--- src/rtl/dl_pkg.sv ---
// Shared widths, default FIFO depth and types for the download
// path from the SPI file-transfer stage into SDRAM.
package dl_pkg;

  localparam int DL_ADDR_W     = 25;
  localparam int DL_DATA_W     = 16;
  localparam int DL_FIFO_DEPTH = 4;

  typedef enum logic {
    IDLE = 1'b0,
    REQ  = 1'b1
  } dl_state_t;

  typedef struct packed {
    logic [DL_ADDR_W-1:0] addr;
    logic [DL_DATA_W-1:0] data;
  } dl_word_t;

endpackage

--- src/rtl/dl_fifo.sv ---
// Small download-word FIFO; pointers carry one extra wrap bit so
// full and empty can be told apart when the low bits match.
module dl_fifo
  import dl_pkg::*;
#(
  parameter int DEPTH = DL_FIFO_DEPTH
) (
  input  logic     clk,
  input  logic     rst_n,
  input  logic     push,
  input  logic     pop,
  input  dl_word_t din,
  output logic     full,
  output logic     empty,
  output dl_word_t head
);

  localparam int AW = $clog2(DEPTH);

  dl_word_t mem [DEPTH];
  logic [AW:0] wptr;
  logic [AW:0] rptr;
  logic do_push;
  logic do_pop;

  assign empty = (wptr == rptr);
  assign full  = (wptr[AW] != rptr[AW]) &&
                 (wptr[AW-1:0] == rptr[AW-1:0]);

  // A pop frees the slot in the same cycle, so a full FIFO
  // still takes a push when the head leaves.
  assign do_pop  = pop && !empty;
  assign do_push = push && (!full || do_pop);

  assign head = mem[rptr[AW-1:0]];

  always_ff @(posedge clk) begin
    if (!rst_n) begin
      wptr <= '0;
      rptr <= '0;
    end else begin
      if (do_push) wptr <= wptr + (AW+1)'(1);
      if (do_pop)  rptr <= rptr + (AW+1)'(1);
    end
  end

  always_ff @(posedge clk) begin
    if (rst_n && do_push) mem[wptr[AW-1:0]] <= din;
  end

endmodule

--- src/rtl/dl_sdram_writer.sv ---
// Buffers download words and replays them as single SDRAM write
// requests, holding the CPU in reset until everything has landed.
module dl_sdram_writer
  import dl_pkg::*;
#(
  parameter int FIFO_DEPTH = DL_FIFO_DEPTH
) (
  input  logic                 clk,
  input  logic                 reset_n,
  input  logic                 downloading,
  input  logic                 dl_wr,
  input  logic [DL_ADDR_W-1:0] dl_addr,
  input  logic [DL_DATA_W-1:0] dl_data,
  output logic                 sdram_req,
  output logic [DL_ADDR_W-1:0] sdram_addr,
  output logic [DL_DATA_W-1:0] sdram_din,
  input  logic                 sdram_ack,
  output logic                 cpu_hold,
  output logic                 dl_done,
  output logic                 overflow,
  output logic [DL_ADDR_W-1:0] word_count
);

  dl_state_t state;
  dl_state_t state_nxt;
  dl_word_t  din;
  dl_word_t  head;
  logic      full;
  logic      empty;
  logic      pop;
  logic      drop;
  logic      dl_prev;
  logic      dl_rise;
  logic      pending;

  assign din = '{addr: dl_addr, data: dl_data};

  dl_fifo #(
    .DEPTH (FIFO_DEPTH)
  ) u_fifo (
    .clk   (clk),
    .rst_n (reset_n),
    .push  (dl_wr),
    .pop   (pop),
    .din   (din),
    .full  (full),
    .empty (empty),
    .head  (head)
  );

  always_ff @(posedge clk) begin
    if (!reset_n) state <= IDLE;
    else          state <= state_nxt;
  end

  always_comb begin
    state_nxt = state;
    unique case (state)
      IDLE: if (!empty)   state_nxt = REQ;
      REQ:  if (sdram_ack) state_nxt = IDLE;
    endcase
  end

  always_comb begin
    sdram_req  = 1'b0;
    sdram_addr = '0;
    sdram_din  = '0;
    pop        = 1'b0;
    if (state == REQ) begin
      sdram_req  = 1'b1;
      sdram_addr = head.addr;
      sdram_din  = head.data;
      pop        = sdram_ack;
    end
  end

  assign dl_rise  = downloading && !dl_prev;
  assign drop     = dl_wr && full && !pop;
  assign cpu_hold = downloading || !empty || (state == REQ);
  assign dl_done  = pending && !downloading &&
                    empty && (state == IDLE);

  // A drop in the very cycle a new download starts still counts
  // against the new download, so it wins over the clear.
  always_ff @(posedge clk) begin
    if (!reset_n) begin
      dl_prev    <= 1'b0;
      pending    <= 1'b0;
      overflow   <= 1'b0;
      word_count <= '0;
    end else begin
      dl_prev <= downloading;
      if (dl_rise)      pending <= 1'b1;
      else if (dl_done) pending <= 1'b0;
      if (drop)         overflow <= 1'b1;
      else if (dl_rise) overflow <= 1'b0;
      if (dl_rise)  word_count <= '0;
      else if (pop) word_count <= word_count + DL_ADDR_W'(1);
    end
  end

endmodule
--- config.mk ---
export PLATFORM = sky130hd
export DESIGN_NAME = dl_sdram_writer
export DESIGN_NICKNAME = d
export VERILOG_FILES = /design/src/rtl/dl_pkg.sv /design/src/rtl/dl_fifo.sv /design/src/rtl/dl_sdram_writer.sv
export SDC_FILE = /design/constraint.sdc
export NUM_CORES = 1
export LEC_CHECK = 0
export ABC_AREA = 1
export BUFFER_PORTS_ARGS = -buffer_cell sky130_fd_sc_hd__buf_2
export CELL_PAD_IN_SITES_DETAIL_PLACEMENT = 1
export CELL_PAD_IN_SITES_GLOBAL_PLACEMENT = 1
export CORE_ASPECT_RATIO = 1.5
export CORE_MARGIN = 1
export CORE_UTILIZATION = 48
export DETAILED_ROUTE_END_ITERATION = 16
export GPL_TIMING_DRIVEN = 0
export PLACE_DENSITY = 0.83
export SKIP_CTS_REPAIR_TIMING = 1
export SLEW_MARGIN = 20
export SYNTH_ARGS = -nofsm -noshare
export SYNTH_HDL_FRONTEND = slang
export SYNTH_SLANG_ARGS = --single-unit
--- constraint.sdc ---
create_clock -name clk -period 6.7 [get_ports clk]
set_input_delay 0.67 -clock clk [delete_from_list [all_inputs] [get_ports clk]]
set_output_delay 0.67 -clock clk [all_outputs]
set_load 0.005 [all_outputs]
==> results of run 1 <==
==> power groups by stage <==
stage / clock, uW / combinational [uW] / sequential [uW]
final: 1120 / 231 / 1390
after CTS: 1140 / 235 / 1390
after global routing: 1180 / 256 / 1390
after detailed placement: 0 / 230 / 1420
after floorplan: 0 / 116 / 1420
after global placement: 0 / 211 / 1420
==> cell usage in the layout, fill, tap and decap left out <==
| cell | n |
|---|---|
| edfxtp_1 | 164 |
| xor2_1 | 5 |
| buf_2 | 124 |
| clkbuf_8 | 1 |
| a21oi_1 | 58 |
| o211ai_1 | 2 |
| ha_1 | 6 |
| bufinv_16 | 4 |
| nor2_4 | 3 |
| inv_6 | 1 |
| inv_2 | 2 |
| buf_4 | 8 |
| nand2_1 | 59 |
| nand4_1 | 7 |
| clkbuf_1 | 25 |
| inv_1 | 37 |
| nand2_2 | 2 |
| a31oi_1 | 1 |
| nand3_4 | 1 |
| nor3b_2 | 4 |
| a211oi_1 | 1 |
| xnor2_1 | 1 |
| nor2_2 | 2 |
| clkbuf_16 | 19 |
| clkinv_2 | 1 |
| dfxtp_1 | 37 |
| nand3b_1 | 1 |
| o21a_1 | 1 |
| nand2_4 | 1 |
| nand3_1 | 18 |
| o21ai_1 | 13 |
| nor3b_1 | 1 |
| nor2_1 | 207 |
| buf_6 | 14 |
| clkinv_1 | 5 |
| nor3_1 | 4 |
| o21ai_0 | 81 |
==> worst max-delay path, stage by stage (launching register included) <==
cell and delay, ns:
dfxtp_1 0.31, clkbuf_1 0.23, inv_1 0.18, clkbuf_1 0.30
nor2_1 0.17, o21ai_0 0.11, a21oi_1 0.27, buf_2 0.17
==> cell type report <==
type | instances | share of cell area, %
Sequential cell | 201 | 57.35
Multi-Input combinational cell | 479 | 22.57
Timing Repair Buffer | 136 | 7.954
Clock buffer | 24 | 5.105
Tap cell | 210 | 2.660
Inverter | 41 | 1.609
Clock inverter | 9 | 1.419
Buffer | 31 | 1.330
==> layer usage <==
metal | part of all wire (%) | up-vias | wire, um | GRT usage [%]
li1 | - | 2899 | - | -
met1 | 38 | 3022 | 8158 | 28.12
met2 | 56 | 158 | 12040 | 48.27
met3 | 4.9 | 28 | 1052 | 3.652
met4 | 1.5 | 0 | 316 | 5.467
met5 | 0 | - | 0 | 0
==> kinds of logic after synthesis <==
kind of cell | count (synthesis) | synth area share, %
and+or+nand+nor | 310 | 15.74
DFF | 201 | 69.38
adders and majority gates | 6 | 0.9194
xor gates and xnor gates | 6 | 0.6436
buffers and inverters | 72 | 3.555
AOI/OAI and AO/OA | 157 | 9.761
==> metrics by stage <==
| step | TNS [ns] | hold slack, ns | instance area [um2] | total power [uW] |
|---|---|---|---|---|
| floorplan | 0 | 0.4517 | 8165 | 1532 |
| global placement | -76.75 | 0.4402 | 9004 | 1630 |
| detailed placement | 0 | 0.4514 | 9234 | 1646 |
| CTS | 0 | 0.3918 | 9878 | 2766 |
| global route | 0 | 0.4036 | 9878 | 2829 |
| finish | 0 | 0.4049 | 9878 | 2743 |
==> state kept, by name (all words and copies together) (netlist names), named ones only <==
register,cells
dl_prev,1
overflow,1
pending,1
state,1
u_fifo.mem,164
u_fifo.rptr,3
u_fifo.wptr,3
word_count,25
==> final timing paths <==
check,startpoint,end,cells after the start
setup / recovery,register,sdram_addr[20],7
hold / removal,downloading,dl_prev,3
hold reg to reg,overflow,overflow,2
setup reg to reg,state,u_fifo.mem[2][29],10
==> summary.txt, run 1 <==
Finish
  • FF+latch area: between 0.005 and 0.006 mm2
  • Nets: a little under 1k
  • Area of the multi-input gates: around 0.0022 mm2
  • Diodes inserted: 0
  • Layout cell share with drive strength beyond 1: ~20%
  • Cell Count, Final, Fillers Out: 1131
  • Layout Area Growth over Synthesis: 20.98%
  • Final Util: between 50% and 60%
  • Filler Cells Inserted: approximately 1.9k

Route
  • DR vias/cell: approximately 5.4
  • Residual DRC: 0
  • Starting DRT DRC Count: 280
  • DRT Pass-1 Iters: 5
  • Vias: 6107
  • Antenna Nets Post-Route: 0
  • DR WL/cell: approximately 19 um
  • Total routed wirelength: 21.57 mm

Yosys
  • Post-synthesis cell area: 0.008165 mm2
  • Most numerous cell in the Yosys netlist: nor2_1
  • Ys async rst share: 0%
  • Post-synth EDFFs: 164
  • Leading register cell type out of synthesis: edfxtp_1
  • FF+latch count, synth: ~200
  • Post-synth cell types: 31
  • Share of the synthesized area in the top cell type: around 60%
  • Synth Instances: around 750
  • Synth Net Count: approximately 800
  • Synth cell count leaders: nor2_1, edfxtp_1, o21ai_0
  • Area contributors post-synth: edfxtp_1, nor2_1, dfxtp_1
  • Syn Area/Cell: 10.86 um2
  • Synth warn: 0
  • Area leader, netlist: edfxtp_1
  • Sequential-to-total area share from yosys stat: a little over two thirds

Floorplan
  • Initial cell density of the core: between 40 and 50%
  • Die area: ~0.018 mm2
  • Io pins: roughly 120
  • Core region area: 0.01669 mm2
  • Row cnt: between 50 and 60
  • Die span in y: approximately 160 um
  • Die X: 108.5 um

Pwr
  • Register share of total power: around half
  • Lkg Pwr: between 0.003 and 0.004 uW
  • Max IR drop VDD: 0.1971 mV
  • Sw Share: a little over a fifth
  • Pwr dens: 277.6 mW/mm2
  • Internal Dissipation: between 2000 and 2500 uW
  • Logic pwr share: ~8.4%
  • Switching power total: approximately 600 uW
  • Clock Power Share: between 40 and 50%

Placement
  • Pre-CTS setup slack: approximately 3.6 ns
  • Port bufs: between 100 and 150
  • Final GP Congestion: about 0.77
  • Detailed Place HPWL: roughly 15 mm
  • Dpl cells: ~1.1k

Timing
  • Hold Vio Cnt, Final: 0
  • Slew margin rel.: 44.08%
  • RSZ-0062 raised after global routing: no
  • Final min period: around 2.9 ns
  • Final Slew Violations: 0
  • PnR worst setup slack: approximately 3.8 ns
  • Post-route clock period utilization: 43.10%
  • Worst-Margin Slew: 0.8351 ns
  • Achievable Freq: 346.3 MHz
  • # setup viols final: 0
  • Layout Skew: between 0.01 and 0.015 ns

Global route
  • First-pass GRT wire length: 33.47 mm
  • Initial antenna violation count: 0
  • Number of global-route vias before repair: around 6.4k
  • Grt total ovfl: 0
  • Largest net degree at the start of global routing: 16
  • Total track usage: 24.91%

Clocking
  • Number of H-tree levels: 1
  • Max clock buf depth: 3
  • Clock Tree Root: clkbuf_16
  • Clock sink total: 201
  • Clk Latency, worst-skew pair: roughly 0.47 ns
  • CTS tree: yes
  • Number of CTS-inserted buffers: 19
  • Clock Pin Slew Worst Setup and Hold Paths: 0.06 ns

Critical path
  • Critical path type: register to primary output
  • Worst Setup Start Kind: register
  • Critical Path End Type: primary output
  • Worst EP arrival: roughly 2.2 ns
  • R2R setup slack: between 3 and 4 ns
  • CP Max Fanout: 10
  • WP data required: 6.03 ns

Hold path
  • Min-delay worst type: primary input to register

Run
  • Max Cap Viol: 0

Status
  • Outcome: finished clean
Note: power is estimated with default switching activity, not from simulation.
==> run 2, diff against run 1 <==
CORE_UTILIZATION = 41   (was 48)
PLACE_DENSITY = 0.75   (was 0.83)
clock period = 2.4 ns   (was 6.7 ns; I/O delays follow)
==> run 2 against run 1 <==
  * Flip-flop and latch count stayed put
  * Total power grew to 2.8 times the previous value
  * Clock skew shrank 0.0021 ns
  * Cell count is 7.4% higher
  * Register-to-register slack worse by 3.8 ns
  * Non-clock buffer count increased by 35
  * Global-route usage fell by 4.4 points
  * Count of clock-buffer cells in the layout rose by 3
  * First-iteration DRC count increased by 0.36%
  * Critical path type unchanged
  * Largest cell class unchanged
  * Largest power group unchanged
==> summary.txt, run 2 (synthesis results as in run 1) <==
Status
  • Outcome: finished clean (unchanged)

Critical path
  • Critical Path End Type: primary output (unchanged)
  • Worst Setup Start Kind: register (unchanged)
  • CP max-delay cell: clkbuf_1 (was dfxtp_1)
  • Path depth of the worst reg2reg path: 8 (was 10)
  • WP data required: 2.16 ns (was 6.03 ns)
  • Worst EP arrival: 2.04 ns (was 2.22 ns)
  • Critical path type: register to primary output (unchanged)
  • Worst-path cell chain: inv_2, clkbuf_1, o21ai_0, a21oi_1, buf_2 (was clkbuf_1, inv_1, clkbuf_1, nor2_1, o21ai_0, a21oi_1, buf_2)
  • CP Max Fanout: 10 (unchanged)
  • Peak per-stage delay on the critical path: 0.43 ns (was 0.31 ns)

Clocking
  • Max clock buf depth: 3 (unchanged)
  • Number of H-tree levels: 1 (unchanged)
  • Clock Tree Root: clkbuf_16 (unchanged)
  • Clock Pin Slew Worst Setup and Hold Paths: 0.06 ns (about the same)
  • CTS tree: yes (unchanged)
  • Number of CTS-inserted buffers: 20 (was 19)
  • Clock sink total: 201 (unchanged)
  • Clk Latency, worst-skew pair: 0.49 ns (was 0.47 ns)

Timing
  • Total negative slack: 0 ns (unchanged)
  • # setup viols final: 0 (unchanged)
  • Slew margin rel.: 57.21% (was 44.08%)
  • Final min period: between 2 and 2.5 ns
  • RSZ-0062 raised after global routing: no (unchanged)
  • Hold Vio Cnt, Final: 0 (unchanged)
  • Final Slew Violations: 0 (unchanged)
  • Layout Skew: 0.007929 ns (was 0.01004 ns)
  • Post-route clock period utilization: a little over nine tenths
  • Worst-Margin Slew: 0.6411 ns (was 0.8351 ns)
  • Achievable Freq: 439.0 MHz

Floorplan
  • Die area: 0.02050 mm2 (was 0.01755 mm2)
  • Core region area: 0.01932 mm2 (was 0.01669 mm2)
  • Die span in y: 174.8 um (was 161.7 um)
  • Io pins: 116 (unchanged)
  • Die X: 117.2 um (was 108.5 um)
  • Row cnt: 62 (was 58)
  • Initial cell density of the core: 42.27% (was 48.92%)

Global route
  • Largest net degree at the start of global routing: 15 (was 16)
  • GR Util met3: 2.775% (was 3.652%)
  • Number of global-route vias before repair: 6218 (was 6401)
  • Total track usage: 20.52% (was 24.91%)
  • Initial antenna violation count: 0 (unchanged)
  • First-pass GRT wire length: 32.04 mm (was 33.47 mm)
  • Grt met1 use: 23.31% (was 28.12%)
  • Met2 Use GR: 39.09% (was 48.27%)
  • Busiest layer in global routing: met2 (unchanged)
  • Grt total ovfl: 0 (unchanged)

Pwr
  • Internal Dissipation: 6067 uW (was 2141 uW)
  • Sw Share: 22.23% (was 21.95%)
  • Switching power total: 1734 uW (was 602.0 uW)
  • Register share of total power: 49.8% (was 50.7%)
  • Clock Power Share: 41.3% (was 40.9%)
  • Lkg Pwr: 0.003999 uW (was 0.003807 uW)
  • Max IR drop VDD: 0.4548 mV (was 0.1971 mV)
  • Pwr dens: 750.2 mW/mm2 (was 277.6 mW/mm2)
  • Logic pwr share: 8.9% (was 8.4%)

Placement
  • Port bufs: 115 (unchanged)
  • Detailed Place HPWL: 14.54 mm (was 15.14 mm)
  • Final GP Congestion: 0.7797 (was 0.7706)
  • Post-DP Area: 0.009299 mm2 (was 0.009234 mm2)

Finish
  • Most common library cell in the layout ignoring fill and taps: nor2_1 (unchanged)
  • Layout Area Growth over Synthesis: 27.35% (was 20.98%)
  • Layout cell share with drive strength beyond 1: 19.92% (was 20.30%)
  • Design area: 0.01040 mm2 (was 0.009878 mm2)
  • Most frequent cells in the layout: nor2_1, edfxtp_1, buf_2, o21ai_0 (was nor2_1, edfxtp_1, buf_2, o21ai_0, nand2_1)
  • Max reg flops: 164 (unchanged)
  • Diodes inserted: 0 (unchanged)
  • Nets: 997 (was 961)

Run
  • Max Cap Viol: 0 (unchanged)

Route
  • Vias: 6157 (was 6107)
  • DR WL/cell: 17.64 um (was 19.07 um)
  • Total routed wirelength: 21.43 mm (was 21.57 mm)
  • DRT Pass-1 Iters: 4 (was 5)
  • Antenna Nets Post-Route: 0 (unchanged)
  • Starting DRT DRC Count: 281 (was 280)
  • DR vias/cell: 5.067 (was 5.400)
  • Residual DRC: 0 (unchanged)

Hold path
  • Min-delay worst type: primary input to register (unchanged)
  • Worst hold stages: 1 (was 3)
==> run 2: final timing paths <==
check	from	end	slack, ns
worst min-delay path	dl_data[0]	u_fifo.mem[1][0]	0.005
worst min register to register	word_count[11]	word_count[11]	0.49
worst max-delay path	register	sdram_din[1]	0.12
worst max register to register	state	u_fifo.mem[2][28]	0.17
==> run 2: stage by stage <==
step / total power [uW] / worst slack (ns) / hold slack, ns / std cells / util (%)
after floorplan: 4282 / 0.01677 / 0.3335 / 752 / -
after global placement: 4564 / -0.8943 / 0.4444 / 1123 / 47.19
after detailed placement: 4604 / -0.04239 / 0.4526 / 1138 / 48.14
after CTS: 7809 / -0.09738 / -0.05491 / 1174 / 51.65
after global routing: 8037 / 0.007650 / 0.01235 / 1215 / 53.83
final: 7801 / 0.1220 / 0.004652 / 1215 / 53.83
==> run 2: area by class of cell <==
class	count	area, um2
Clock buffer	27	558.0
Tap cell	256	320.3
Clock inverter	9	120.1
Fill cell	2136	8917
Buffer	30	135.1
Timing Repair Buffer	172	1177
Multi-Input combinational cell	479	2262
Sequential cell	201	5667
Inverter	41	158.9
==> run 2: routing by layer <==
metal  up-vias  part of all wire (%)
li1       2973                     -
met1      3013                    39
met2       146                    54
met3        25                   4.4
met4         0                   1.6
met5         -                     0
==> run 2: worst max-delay path: cells and delay by family (launching register included) <==
| family | cells | cell delay [ns] |
|---|---|---|
| buffers and inverters | 3 | 0.74 |
| AOI/OAI and AO/OA | 2 | 0.50 |
| DFF | 1 | 0.32 |
==> run 2: power groups by stage <==
| stage | sequential [uW] | combinational [uW] | clock [uW] |
|---|---|---|---|
| floorplan | 3950 | 333 | 0 |
| global placement | 3950 | 609 | 0 |
| detailed placement | 3950 | 650 | 0 |
| CTS | 3880 | 655 | 3270 |
| global route | 3890 | 782 | 3370 |
| finish | 3880 | 698 | 3220 |
